===== src/rtl/bin2bcd_pkg.sv =====
// Shared types and helpers for the sequential binary-to-BCD converter.
package bin2bcd_pkg;

    localparam int BCD_DIGIT_W = 4;

    typedef enum logic [1:0] {
        IDLE,
        SHIFT,
        DONE
    } state_e;

    // Smallest digit count whose decimal range covers every BIN_W-bit value.
    function automatic int min_digits(input int bin_w);
        longint unsigned v;
        int              d;
        v = (bin_w >= 64) ? '1 : ((64'd1 << bin_w) - 64'd1);
        d = 1;
        while (v >= 64'd10) begin
            v = v / 64'd10;
            d++;
        end
        return d;
    endfunction

endpackage


===== src/rtl/bin2bcd_if.sv =====
// start/busy/done handshake plus result bus between a requester and the converter.
interface bin2bcd_if
    import bin2bcd_pkg::*;
#(
    parameter int BIN_W  = 16,
    parameter int DIGITS = 5
);
    logic                          start;
    logic [BIN_W-1:0]              bin;
    logic                          busy;
    logic                          done;
    logic [BCD_DIGIT_W*DIGITS-1:0] bcd;
    logic [DIGITS-1:0]             digit_en;

    modport master (output start, bin, input busy, done, bcd, digit_en);
    modport slave  (input start, bin, output busy, done, bcd, digit_en);
endinterface


===== src/rtl/bcd_add3.sv =====
// Single-digit adjust for shift-and-add-3: digits of 5 or more get +3 before the shift.
module bcd_add3
    import bin2bcd_pkg::*;
(
    input  logic [BCD_DIGIT_W-1:0] d_i,
    output logic [BCD_DIGIT_W-1:0] d_o
);
    assign d_o = (d_i >= 4'd5) ? d_i + 4'd3 : d_i;
endmodule


===== src/rtl/bin2bcd_seq.sv =====
// Sequential binary-to-BCD converter, one bit per clock (shift-and-add-3).
// Optional macro LEADING_ZERO_BLANK_EN: blank display digits above the most significant nonzero one.
module bin2bcd_seq
    import bin2bcd_pkg::*;
#(
    parameter int BIN_W  = 16,
    parameter int DIGITS = 5
) (
    input  logic          clk,
    input  logic          clrn,
    bin2bcd_if.slave      bus
);
    localparam int CNT_W = $clog2(BIN_W + 1);
    localparam int SCR_W = BCD_DIGIT_W * DIGITS;

    if (DIGITS < min_digits(BIN_W)) begin : g_bad_digits
        $error("bin2bcd_seq: DIGITS=%0d too small for BIN_W=%0d", DIGITS, BIN_W);
    end

    state_e            state_q;
    logic [BIN_W-1:0]  sreg_q;
    logic [SCR_W-1:0]  scratch_q;
    logic [CNT_W-1:0]  cnt_q;
    logic              busy_q;
    logic              done_q;
    logic [SCR_W-1:0]  bcd_q;
    logic [DIGITS-1:0] en_q;

    logic [SCR_W-1:0]       adj;
    logic [SCR_W+BIN_W-1:0] shifted;
    logic [DIGITS-1:0]      en_d;

    for (genvar g = 0; g < DIGITS; g++) begin : g_adj
        bcd_add3 u_add3 (
            .d_i (scratch_q[BCD_DIGIT_W*g +: BCD_DIGIT_W]),
            .d_o (adj[BCD_DIGIT_W*g +: BCD_DIGIT_W])
        );
    end

    assign shifted = {adj, sreg_q} << 1;

`ifdef LEADING_ZERO_BLANK_EN
    localparam logic [DIGITS-1:0] EN_RST = DIGITS'(1);

    // A digit is shown once any digit at or above it is nonzero; digit 0 always shows.
    always_comb begin
        logic seen;
        seen = 1'b0;
        en_d = '0;
        for (int i = DIGITS - 1; i > 0; i--) begin
            seen    = seen | (|scratch_q[BCD_DIGIT_W*i +: BCD_DIGIT_W]);
            en_d[i] = seen;
        end
        en_d[0] = 1'b1;
    end
`else
    localparam logic [DIGITS-1:0] EN_RST = '1;

    assign en_d = '1;
`endif

    // NOTE: all state uses non-blocking assignments so every register samples pre-edge values.
    always_ff @(posedge clk) begin
        if (!clrn) begin
            state_q   <= IDLE;
            sreg_q    <= '0;
            scratch_q <= '0;
            cnt_q     <= '0;
            busy_q    <= 1'b0;
            done_q    <= 1'b0;
            bcd_q     <= '0;
            en_q      <= EN_RST;
        end else begin
            case (state_q)
                IDLE: begin
                    done_q <= 1'b0;
                    if (bus.start) begin
                        sreg_q    <= bus.bin;
                        scratch_q <= '0;
                        cnt_q     <= CNT_W'(BIN_W);
                        busy_q    <= 1'b1;
                        state_q   <= SHIFT;
                    end
                end
                SHIFT: begin
                    {scratch_q, sreg_q} <= shifted;
                    cnt_q               <= cnt_q - 1'b1;
                    if (cnt_q == CNT_W'(1)) state_q <= DONE;
                end
                DONE: begin
                    bcd_q   <= scratch_q;
                    en_q    <= en_d;
                    done_q  <= 1'b1;
                    busy_q  <= 1'b0;
                    state_q <= IDLE;
                end
                default: state_q <= IDLE;
            endcase
        end
    end

    assign bus.busy     = busy_q;
    assign bus.done     = done_q;
    assign bus.bcd      = bcd_q;
    assign bus.digit_en = en_q;

endmodule


===== src/flat_wrapper.sv =====
// flat-port wrapper written by rule: the top's interface ports become plain ports
module bin2bcd_seq_flat import bin2bcd_pkg::*;
#(
    parameter int BIN_W  = 16,
    parameter int DIGITS = 5
)
  (clk, clrn, bus_start, bus_bin, bus_busy, bus_done, bus_bcd, bus_digit_en);
  bin2bcd_if #(.BIN_W(BIN_W), .DIGITS(DIGITS)) bus_i ();
  input  logic clk;
  input  logic clrn;
  input wire logic [$bits(bus_i.start)-1:0] bus_start;
  input wire logic [$bits(bus_i.bin)-1:0] bus_bin;
  output wire logic [$bits(bus_i.busy)-1:0] bus_busy;
  output wire logic [$bits(bus_i.done)-1:0] bus_done;
  output wire logic [$bits(bus_i.bcd)-1:0] bus_bcd;
  output wire logic [$bits(bus_i.digit_en)-1:0] bus_digit_en;
  assign bus_i.start = bus_start;
  assign bus_i.bin = bus_bin;
  assign bus_busy = bus_i.busy;
  assign bus_done = bus_i.done;
  assign bus_bcd = bus_i.bcd;
  assign bus_digit_en = bus_i.digit_en;
  bin2bcd_seq #(.BIN_W(BIN_W), .DIGITS(DIGITS)) u_core (.clk(clk), .clrn(clrn), .bus(bus_i));
endmodule

===== config.mk =====
export PLATFORM = sky130hd
export DESIGN_NAME = bin2bcd_seq_flat
export DESIGN_NICKNAME = d
export VERILOG_FILES = /design/src/rtl/bin2bcd_pkg.sv /design/src/rtl/bin2bcd_if.sv /design/src/rtl/bcd_add3.sv /design/src/rtl/bin2bcd_seq.sv /design/src/flat_wrapper.sv
export SDC_FILE = /design/constraint.sdc
export NUM_CORES = 1
export LEC_CHECK = 0
export CAP_MARGIN = 20
export CORE_ASPECT_RATIO = 0.8
export CORE_MARGIN = 2
export CORE_UTILIZATION = 25
export CTS_CLUSTER_SIZE = 10
export DETAILED_ROUTE_END_ITERATION = 10
export PLACE_DENSITY_LB_ADDON = 0.15
export RECOVER_POWER = 25
export REMOVE_ABC_BUFFERS = 1
export SLEW_MARGIN = 15
export SYNTH_ARGS = -nofsm -noshare
export SYNTH_HDL_FRONTEND = slang
export SYNTH_HIERARCHICAL = 1
export SYNTH_SLANG_ARGS = --single-unit

===== constraint.sdc =====
create_clock -name clk -period 1.61 [get_ports clk]
set_clock_uncertainty 0.15 [all_clocks]
set_input_delay 0.322 -clock clk [delete_from_list [all_inputs] [get_ports clk]]
set_output_delay 0.322 -clock clk [all_outputs]
set_load 0.02 [all_outputs]

==> After elaboration in Yosys (flattened, before gate mapping) <==
Index checks and enable logic that the tools add are counted.
{ "word_totals": {"ram_bits": 0, "mem_bits_ro": 0, "wordCells": 46, "inputBits": 19, "output_inout_bits": 27, "latchBits": 0, "mem_count": 0, "reg_bits": 65} }
{ "classes": {"div_mod_pow": 0, "addsub": 6, "n_eq_ne": 5, "bitwise_logic": 0, "magnitude_cmp": 5, "shift": 0, "multipliers": 0, "mux": 17, "reduce_logical": 6} }
{ "ops": {"columns": ["cell", "count"], "rows": [
  ["case mux 20 bit (2 select lines)", 1],
  ["case mux 16 bit (2 select lines)", 1],
  ["greater-or-equal comparator 4 x 3 -> 1 bit, second input constant", 5],
  ["two-way mux 20 bit", 1],
  ["adder 4 x 2 -> 4 bit, second input constant", 4],
  ["two-way mux 16 bit", 1],
  ["two-way mux 4 bit", 4],
  ["case mux 5 bit (2 select lines)", 1],
  ["AND reduction 2 bit", 3],
  ["equality test 5 x 1 -> 1 bit, second input constant", 1],
  ["two-way mux 5 bit", 1],
  ["subtractor 5 x 1 -> 5 bit, second input constant", 1],
  ["two-way mux 2 bit", 2],
  ["case mux 1 bit (2 select lines)", 2],
  ["case mux 2 bit (2 select lines)", 1],
  ["nonzero test 2 bit", 2],
  ["adder 3 x 2 -> 3 bit, second input constant", 1],
  ["two-way mux 3 bit", 1],
  ["equality test 2 x 1 -> 1 bit, second input constant", 1],
  ["equality test 2 bit, second input constant", 1],
  ["zero test 2 bit", 1],
  ["inequality test 2 x 1 -> 1 bit, second input constant", 1],
  ["inequality test 2 bit, second input constant", 1],
  ["two-way mux 1 bit", 1]
]} }

==> Logic depth before layout (Yosys ltp) <==
Gate-level depths: netlist (run 1).
{ "depth": {"ltp_word": 3, "ltp_mapped": 7, "depth_no_buf": 7} }

==> By module <==
The synthesis (run 1) kept the hierarchy.
{ "modules_own_cells": {"columns": ["module", "instances", "cells_each", "area_per_inst_um2", "seq_area_each_um2"], "rows": [
  ["bin2bcd_seq", 1, 299, 2656.3, 1301.2],
  ["bcd_add3", 5, 16, 101.3, 0.0]
]} }

==> Worst setup path before layout (run 1) <==
No wires, ideal clock.
{ "synth_path": {"path_kind": "register to register", "start": "register u_core.scratch_q[9]", "end": "register u_core.scratch_q[10]", "stages_incl_launch_ff": 8, "setup_ns": 0.065, "path_slack_ns": 0.123, "required_ns": 1.395, "synth_period_minus_slack_ns": 1.487, "n_path_buf": 0, "arrival_time_ns": 1.272, "cell_sequence": "dfxtp_1 inv_1 ha_1 nand2b_1 a21oi_2 mux2i_1 a22oi_1 nor2b_1"} }
{ "synth_between": {"elab_chain_cells": 3, "word_cells_on_any_way": 4, "classes_between": "add/sub (1); order compare (1); mux (2)"} }
{ "synth_lines": {"columns": ["item", "line_no", "text"], "rows": [
  ["from (decl)", "bin2bcd_seq.sv:22", "logic [SCR_W-1:0] scratch_q;"],
  ["from (signal assigned)", "bin2bcd_seq.sv:86", "{scratch_q, sreg_q} <= shifted;"],
  ["adder 4 x 2 -> 4 bit / greater-or-equal comparator 4 x 3 -> 1 bit (equally long branches)", "bcd_add3.sv:8", "assign d_o = (d_i >= 4'd5) ? d_i + 4'd3 : d_i;"],
  ["two-way mux 4 bit *", "bcd_add3.sv:8", null],
  ["named net u_core.adj[9]", "bin2bcd_seq.sv:29", "logic [SCR_W-1:0] adj;"],
  ["case mux 20 bit (2 select lines) *", "bin2bcd_seq.sv:74", "case (state_q)"]
]} }
Mark *: on every way through the listed nets, which the timed path passes. The rest lies on a longest branch.
A chain may end at the register's enable or synchronous reset.

==> Worst setup path after layout (run 1) <==
{ "layout_path": {"start": "register u_core.scratch_q[13]", "end": "register u_core.scratch_q[14]"} }
Same word-level chain as after synthesis.

==> results.rst, run 1 <==
.. list-table::
   :header-rows: 1

   * - Metric
     - Value
   * - Initial DRT Pass Iterations
     - 4
   * - Final nets
     - about 470
   * - P per Cell Area
     - between 900 and 1000 nW/um^2
   * - Outcome
     - complete, no violations
   * - Total routing resource utilization after global routing
     - 0.121
   * - Worst Hold Endpoint
     - u_core/cnt_q[1]
   * - Pre-CTS worst setup slack
     - -0.232 ns
   * - Start point of the worst min-delay path
     - clrn
   * - Worst Slack Setup Final
     - ~0.025 ns
   * - CTS hold repair buffers
     - 0
   * - GRT overflow
     - 0
   * - Static leakage
     - between 0.0015 and 0.002 uW
   * - Cell count of the worst reg-to-reg path
     - 7
   * - Sum of negative setup slack
     - 0 ns
   * - Worst-path clk slew
     - 0.05 ns
   * - Minimum period implied by the final worst setup slack
     - around 1.6 ns
   * - Number of antenna violations at the first check in global routing
     - 0
   * - Effective utilization at floorplan
     - 0.257
   * - TritonCTS clock tree
     - done
   * - Final Cell Area
     - 4240 sq um
   * - Wirelength per Cell
     - 12.3 um
   * - IO Port Bufs
     - 40
   * - Area of the die
     - 13500 sq um
   * - Gate count after technology mapping
     - between 300 and 400
   * - Detailed router's first-iteration violation count
     - ~160
   * - Maximum level of the CTS H-tree
     - 3
   * - Hold depth
     - 2
   * - P&R area growth vs syn
     - 34.9%
   * - Site row count
     - 36
   * - RSZ-0062 raised after global routing
     - yes
   * - Gpl congestion
     - 0.757
   * - Vias in the first global route
     - about 2600
   * - Clock root buffer
     - sky130_fd_sc_hd__clkbuf_16
   * - Core ar.
     - between 10000 and 15000 sq um
   * - Max-slew violations
     - 0
   * - Worst flop-to-flop path endpoint
     - u_core/scratch_q[14]
   * - Area post-placement
     - slightly below 4000 sq um
   * - Class of the tightest hold or removal check
     - input pin to flop
   * - Total via count after detailed routing
     - 2651
   * - Buffer depth of the longest clock path
     - 2
   * - RR Startpoint
     - u_core/scratch_q[13]
   * - Num ports
     - 46
   * - Netlist area before placement
     - 3140 sq um
   * - Clock latency of the later-clocked register in the worst-skew pair
     - around 0.33 ns
   * - Vias per inst
     - between 4 and 5
   * - Chip Height
     - ~100 um
   * - Area occupied by registers
     - ~1300 sq um
   * - Critical path launch point type
     - flop
   * - Largest net degree at the start of global routing
     - 43
   * - Final hold violations
     - 0
   * - Wire length after detailed routing
     - around 7500 um
   * - Avg Cell Area, Syn
     - 8.38 sq um
   * - Final design utilization
     - 0.347
   * - Crit share post-route
     - 0.985
   * - Flop-to-flop setup slack
     - ~0.025 ns
   * - Number of routed nets with antenna violations
     - 0
   * - Worst path arrival time
     - about 1.7 ns
   * - Smallest hold slack
     - 0.240 ns
   * - Die W
     - ~130 um
   * - TritonCTS buffer count
     - 9
   * - Peak ir drop on the vdd network
     - about 440 uV
   * - Largest driver fanout on the critical path
     - 3
   * - Capturing element type of the critical path
     - flop
   * - Final antenna diode count
     - 0
   * - Yosys warns
     - 6
   * - Achievable Freq
     - around 630 MHz
   * - Estimated wirelength of the detail-placed design
     - 5200 um
   * - Crit path launch
     - u_core/scratch_q[13]
   * - Class of the most critical setup path
     - flop to flop
   * - Critical path data required time
     - between 1.5 and 2 ns
   * - Number of endpoints failing setup at the final stage
     - 0
   * - Area of the multi-input gates
     - 1720 sq um
   * - Global-route wire length before repair
     - 13000 um
   * - Fraction of final layout cells sized beyond drive strength 1
     - 0.168
   * - Maxcap violations
     - 0
   * - Count of unresolved DRC violations after routing
     - 0
   * - Number of fillers in the final layout
     - about 1300
   * - CTS sink cnt
     - 65
## critical path: stages (launching register included)
cell and delay (ns):
sky130_fd_sc_hd__dfxtp_2 0.35, sky130_fd_sc_hd__inv_4 0.05, sky130_fd_sc_hd__ha_4 0.14, sky130_fd_sc_hd__nand2b_4 0.14
sky130_fd_sc_hd__a21oi_4 0.18, sky130_fd_sc_hd__mux2i_1 0.25, sky130_fd_sc_hd__a22oi_1 0.11, sky130_fd_sc_hd__nor2b_1 0.13
## power breakdown
part	internal (uW)	total (uW)	leakage, uW	switching [uW]
clock	1120	1810	0.000133	687
sequential	1670	1720	0.000532	44.3
combinational	209	427	0.00101	218
## state kept, by name (all words and copies together), names as in the netlist
| name | count |
|---|---|
| u_core/state_q | 2 |
| u_core/bus.done | 1 |
| u_core/cnt_q | 5 |
| u_core/bus.bcd | 20 |
| u_core/scratch_q | 20 |
| u_core/sreg_q | 16 |
| u_core/bus.busy | 1 |
## metal layers
metal / vias to the layer above / global-route usage / wire, um
li1: 1382 / - / -
met1: 1217 / 0.168 / 3980
met2: 45 / 0.176 / 3140
met3: 7 / 0.0340 / 279
met4: 0 / 0.0466 / 104
met5: - / 0 / 0
## worst max-delay path by stage
stage                            to  depth (start not counted)
2_1_floorplan       u_core/cnt_q[4]                          3
3_3_place_gp        u_core/cnt_q[2]                          5
3_5_place_dp        u_core/cnt_q[1]                          6
4_1_cts        u_core/scratch_q[14]                          7
5_1_grt        u_core/scratch_q[14]                          7
6_report       u_core/scratch_q[14]                          7
## through the flow
stage	total power [uW]	cells
6_report	3960	611
5_1_grt	4150	611
4_1_cts	4020	610
3_5_place_dp	2180	594
3_3_place_gp	2180	594
2_1_floorplan	1960	349
## final cells by class
| type | count | share of cell area |
|---|---|---|
| flip-flops and latches | 65 | 0.308 |
| repair buffers | 75 | 0.156 |
| multi-input cells | 268 | 0.406 |
| clock inverters | 2 | 0.00295 |
| well taps | 171 | 0.0505 |
| clock buffers | 14 | 0.0623 |
| inverters | 16 | 0.0148 |
## timing repair
item                                    in CTS  in global routing
pin swaps                                    1                  7
buffers inserted                             0                  1
gates resized for setup                     22                 24
endpoints found under the setup margin      23                 13
hold endpoints to repair                     0                  0
## placed cells by master, fill, tap and decap left out, types with 2 or more instances in the layout
| cell | instances |
|---|---|
| sky130_fd_sc_hd__clkbuf_2 | 2 |
| sky130_fd_sc_hd__clkbuf_1 | 4 |
| sky130_fd_sc_hd__o21ai_0 | 18 |
| sky130_fd_sc_hd__a21oi_4 | 3 |
| sky130_fd_sc_hd__a22oi_1 | 20 |
| sky130_fd_sc_hd__buf_4 | 29 |
| sky130_fd_sc_hd__a21boi_0 | 21 |
| sky130_fd_sc_hd__a21oi_1 | 17 |
| sky130_fd_sc_hd__nand3_1 | 3 |
| sky130_fd_sc_hd__inv_1 | 13 |
| sky130_fd_sc_hd__o2bb2ai_1 | 13 |
| sky130_fd_sc_hd__ha_4 | 2 |
| sky130_fd_sc_hd__conb_1 | 5 |
| sky130_fd_sc_hd__inv_2 | 2 |
| sky130_fd_sc_hd__dlygate4sd2_1 | 22 |
| sky130_fd_sc_hd__o22ai_1 | 4 |
| sky130_fd_sc_hd__nor2_1 | 18 |
| sky130_fd_sc_hd__nand2_1 | 65 |
| sky130_fd_sc_hd__a21oi_2 | 2 |
| sky130_fd_sc_hd__mux2i_1 | 5 |
| sky130_fd_sc_hd__ha_1 | 6 |
| sky130_fd_sc_hd__ha_2 | 4 |
| sky130_fd_sc_hd__nand2b_4 | 4 |
| sky130_fd_sc_hd__clkdlybuf4s50_1 | 17 |
| sky130_fd_sc_hd__nand2b_1 | 8 |
| sky130_fd_sc_hd__buf_12 | 3 |
| sky130_fd_sc_hd__xnor2_1 | 5 |
| sky130_fd_sc_hd__clkbuf_16 | 9 |
| sky130_fd_sc_hd__nor2b_1 | 24 |
| sky130_fd_sc_hd__dfxtp_1 | 60 |
| sky130_fd_sc_hd__clkbuf_8 | 2 |
| sky130_fd_sc_hd__dfxtp_2 | 5 |
| sky130_fd_sc_hd__and3_1 | 3 |
| sky130_fd_sc_hd__o21ai_1 | 5 |
(Power assumes the default switching activity.)
==> inputs of run 2 (changes only) <==
--- a/config.mk
+++ b/config.mk
@@ -11,9 +11,10 @@
 export CORE_UTILIZATION = 25
 export CTS_CLUSTER_SIZE = 10
 export DETAILED_ROUTE_END_ITERATION = 10
-export PLACE_DENSITY_LB_ADDON = 0.15
+export PLACE_DENSITY_LB_ADDON = 0.1
 export RECOVER_POWER = 25
 export REMOVE_ABC_BUFFERS = 1
+export SETUP_SLACK_MARGIN = 0.3
 export SLEW_MARGIN = 15
 export SYNTH_ARGS = -nofsm -noshare
 export SYNTH_HDL_FRONTEND = slang
==> run 2 against run 1 <==
Core utilization rose by 4.2 points; total power increased by 3.6%; register-to-register slack improved by 0.05 ns; global-route usage increased by 1.0 points; clock-buffer cell count decreased by 1; first-iteration DRC count down 20%; routed wire length increased by 17%; setup slack better by 0.050 ns; maximum frequency is 3.3% higher; largest cell class unchanged.
==> results.rst, run 2 (same netlist as run 1, synthesis figures left out) <==
.. list-table::
   :header-rows: 1

   * - Metric
     - Value
   * - Fraction of final layout cells sized beyond drive strength 1
     - 0.367 (was 0.168)
   * - Part of the total power dissipated in sequential elements
     - 0.421 (was 0.434)
   * - Total routing resource utilization after global routing
     - 0.131 (was 0.121)
   * - Achievable Freq
     - 652 MHz (was 631 MHz)
   * - Wire length after detailed routing
     - 8750 um (was 7500 um)
   * - Cell with the largest stage delay on the worst path
     - sky130_fd_sc_hd__dfxtp_2 (unchanged)
   * - Top library cells by usage in the layout, fill and taps aside
     - sky130_fd_sc_hd__nand2_1, sky130_fd_sc_hd__buf_4, sky130_fd_sc_hd__dfxtp_1 (was sky130_fd_sc_hd__nand2_1, sky130_fd_sc_hd__dfxtp_1, sky130_fd_sc_hd__buf_4)
   * - Number of buffer and inverter instances along the worst setup path
     - 2 (was 1)
   * - Estimated wirelength of the detail-placed design
     - 5100 um (was 5200 um)
   * - P per Cell Area
     - 863 nW/um^2 (was 933 nW/um^2)
   * - Most common cell after layout, fill and taps aside
     - sky130_fd_sc_hd__nand2_1 (unchanged)
   * - Minimum period implied by the final worst setup slack
     - 1.53 ns (was 1.59 ns)
   * - Final Cell Area
     - 4750 sq um (was 4240 sq um)
   * - Start point of the worst min-delay path
     - clrn (unchanged)
   * - Largest driver fanout on the critical path
     - 3 (unchanged)
   * - Vias per inst
     - 4.46 (was 4.34)
   * - Switching part of the total
     - 0.250 (was 0.240)
   * - Critical path launch point type
     - flop (unchanged)
   * - Maximum level of the CTS H-tree
     - 3 (unchanged)
   * - Vias in the first global route
     - 2704 (was 2617)
   * - Global-route wire length before repair
     - 13900 um (was 13000 um)
   * - GRT overflow
     - 0 (unchanged)
   * - Max-slew violations
     - 0 (unchanged)
   * - Flop-to-flop setup slack
     - 0.08 ns (was 0.02 ns)
   * - Number of endpoints failing setup at the final stage
     - 0 (unchanged)
   * - Critical path data required time
     - 1.68 ns (was 1.72 ns)
   * - Total via count after detailed routing
     - 2789 (was 2651)
   * - Buffer depth of the longest clock path
     - 2 (unchanged)
   * - Final antenna diode count
     - 0 (unchanged)
   * - Class of the tightest hold or removal check
     - input pin to flop (unchanged)
   * - Chip Height
     - 104 um (unchanged)
   * - Clock root buffer
     - sky130_fd_sc_hd__clkbuf_16 (unchanged)
   * - Core ar.
     - 12200 sq um (unchanged)
   * - Internal power contribution
     - 3070 uW (was 3010 uW)
   * - RSZ-0062 raised after global routing
     - yes (unchanged)
   * - Worst path cell trace
     - inv_4 -> ha_4 -> nand2b_4 -> a21oi_4 -> buf_4 -> xnor2_1 -> a22oi_1 -> nor2b_1 (was inv_4 -> ha_4 -> nand2b_4 -> a21oi_4 -> mux2i_1 -> a22oi_1 -> nor2b_1)
   * - Site row count
     - 36 (unchanged)
   * - Detailed router's first-iteration violation count
     - 130 (was 163)
   * - CTS sink cnt
     - 65 (unchanged)
   * - Maxcap violations
     - 0 (unchanged)
   * - RR Startpoint
     - u_core/scratch_q[17] (was u_core/scratch_q[13])
   * - Effective utilization at floorplan
     - 0.257 (unchanged)
   * - Cell count of the worst reg-to-reg path
     - 8 (was 7)
   * - Combinational cell fraction of total power
     - 0.134 (was 0.108)
   * - Area of the die
     - 13500 sq um (unchanged)
   * - Capturing element type of the critical path
     - flop (unchanged)
   * - Worst-path clk slew
     - 0.05 ns (about the same)
   * - Die W
     - 129 um (unchanged)
   * - Post-placement cell count
     - 587 (was 594)
   * - Top delay family on crit path
     - flip-flops (unchanged)
   * - Gpl congestion
     - 0.730 (was 0.757)
   * - Number of antenna violations at the first check in global routing
     - 0 (unchanged)
   * - Crit share post-route
     - 0.953 (was 0.985)
   * - Worst Hold Endpoint
     - u_core/sreg_q[14] (was u_core/cnt_q[1])
   * - NetSw
     - 1030 uW (was 950 uW)
   * - Largest net degree at the start of global routing
     - 57 (was 43)
   * - Worst flop-to-flop path endpoint
     - u_core/scratch_q[17] (was u_core/scratch_q[14])
   * - TritonCTS clock tree
     - done (unchanged)
   * - Clock latency of the later-clocked register in the worst-skew pair
     - 0.33 ns (about the same)
   * - Class of the most critical setup path
     - flop to flop (unchanged)
   * - Num ports
     - 46 (unchanged)
   * - Hold depth
     - 3 (was 2)
   * - Peak ir drop on the vdd network
     - 547 uV (was 444 uV)
   * - Number of routed nets with antenna violations
     - 0 (unchanged)
   * - Relative contribution of the clock network to total power
     - 0.445 (was 0.458)
   * - Worst path arrival time
     - 1.60 ns (was 1.69 ns)
   * - Final hold violations
     - 0 (unchanged)
   * - Wirelength per Cell
     - 14.0 um (was 12.3 um)
   * - Outcome
     - complete, no violations (unchanged)
   * - IO Port Bufs
     - 40 (unchanged)
   * - P&R area growth vs syn
     - 51.2% (was 34.9%)
   * - Largest stage delay on the critical path
     - 0.35 ns (about the same)
   * - Area post-placement
     - 3830 sq um (was 3890 sq um)
   * - Final nets
     - 481 (was 466)
   * - Count of non-filler cells in the finished layout
     - 626 (was 611)
   * - Static leakage
     - 0.00180 uW (was 0.00168 uW)
   * - Initial DRT Pass Iterations
     - 4 (unchanged)
   * - Final total power
     - 4100 uW (was 3960 uW)
   * - TritonCTS buffer count
     - 9 (unchanged)
   * - Count of unresolved DRC violations after routing
     - 0 (unchanged)
-- run 2: worst max path at each step --
stage | slack (ns) | to | cells past startpoint | from
after floorplan | -0.58 | u_core/cnt_q[4] | 3 | u_core/state_q[0]
after global placement | -0.17 | u_core/cnt_q[4] | 5 | bus_start
after detailed placement | -0.16 | u_core/cnt_q[4] | 5 | bus_start
after CTS | 0.15 | u_core/scratch_q[18] | 7 | u_core/scratch_q[17]
after global routing | 0.002 | u_core/scratch_q[18] | 7 | u_core/scratch_q[16]
final | 0.08 | u_core/scratch_q[17] | 8 | u_core/scratch_q[17]
-- run 2: timing repair --
action	CTS	global route
buffers inserted	10	10
endpoints found under the setup margin	85	77
pin swaps	11	13
cloned	0	3
hold buffers	0	0
endpoints found under the hold margin	0	0
resized for setup	166	100
-- run 2: worst reg2reg max path: cells and delay by family, from the launching register on --
family / cells / cell delay, ns
flops: 1 / 0.35
compound gates: 2 / 0.33
simple gates: 2 / 0.20
buf+inv: 2 / 0.19
fa+ha+maj: 1 / 0.15
xor+xnor: 1 / 0.06
-- run 2: cell type report --
type | count | area, sq um
well taps | 171 | 214
clock inverters | 3 | 15.0
inverters | 16 | 76.3
multi-input cells | 268 | 1980
flip-flops and latches | 65 | 1350
clock buffers | 13 | 260
repair buffers | 90 | 853
fillers | 1287 | 7450
-- run 2: metrics by stage --
| stage | TNS [ns] | hold slack, ns | util | setup WS [ns] |
|---|---|---|---|---|
| floorplan | -15.61 | 0.288 | - | -0.579 |
| global placement | -4.42 | 0.305 | 0.314 | -0.171 |
| detailed placement | -4.58 | 0.309 | 0.314 | -0.162 |
| CTS | 0 | 0.164 | 0.357 | 0.153 |
| global route | 0 | 0.194 | 0.389 | 0.00200 |
| finish | 0 | 0.182 | 0.389 | 0.0752 |
-- run 2: layer usage --
layer / vias to the layer above / routed length [um] / global-route usage
met5: - / 0 / 0
met4: 0 / 146 / 0.0489
met3: 12 / 284 / 0.0355
met2: 41 / 3850 / 0.190
met1: 1314 / 4470 / 0.183
li1: 1422 / - / -
-- run 2: power by group through the flow --
stage                     Clock (uW)  Combinational, uW  Sequential, uW
after global placement             0                409            1750
after floorplan                    0                209            1750
after CTS                       1890                463            1720
after global routing            1960                604            1730
final                           1820                550            1730
after detailed placement           0                409            1750
==> inputs of run 3 (changes only) <==
--- a/config.mk
+++ b/config.mk
@@ -11,11 +11,12 @@
 export CORE_UTILIZATION = 25
 export CTS_CLUSTER_SIZE = 10
 export DETAILED_ROUTE_END_ITERATION = 10
+export HOLD_SLACK_MARGIN = 0.15
 export PLACE_DENSITY_LB_ADDON = 0.1
 export RECOVER_POWER = 25
 export REMOVE_ABC_BUFFERS = 1
 export SETUP_SLACK_MARGIN = 0.3
-export SLEW_MARGIN = 15
+export SLEW_MARGIN = 20
 export SYNTH_ARGS = -nofsm -noshare
 export SYNTH_HDL_FRONTEND = slang
 export SYNTH_HIERARCHICAL = 1
==> results of run 3 <==
No change in the layout: final DEF, timing and power equal those of run 2.
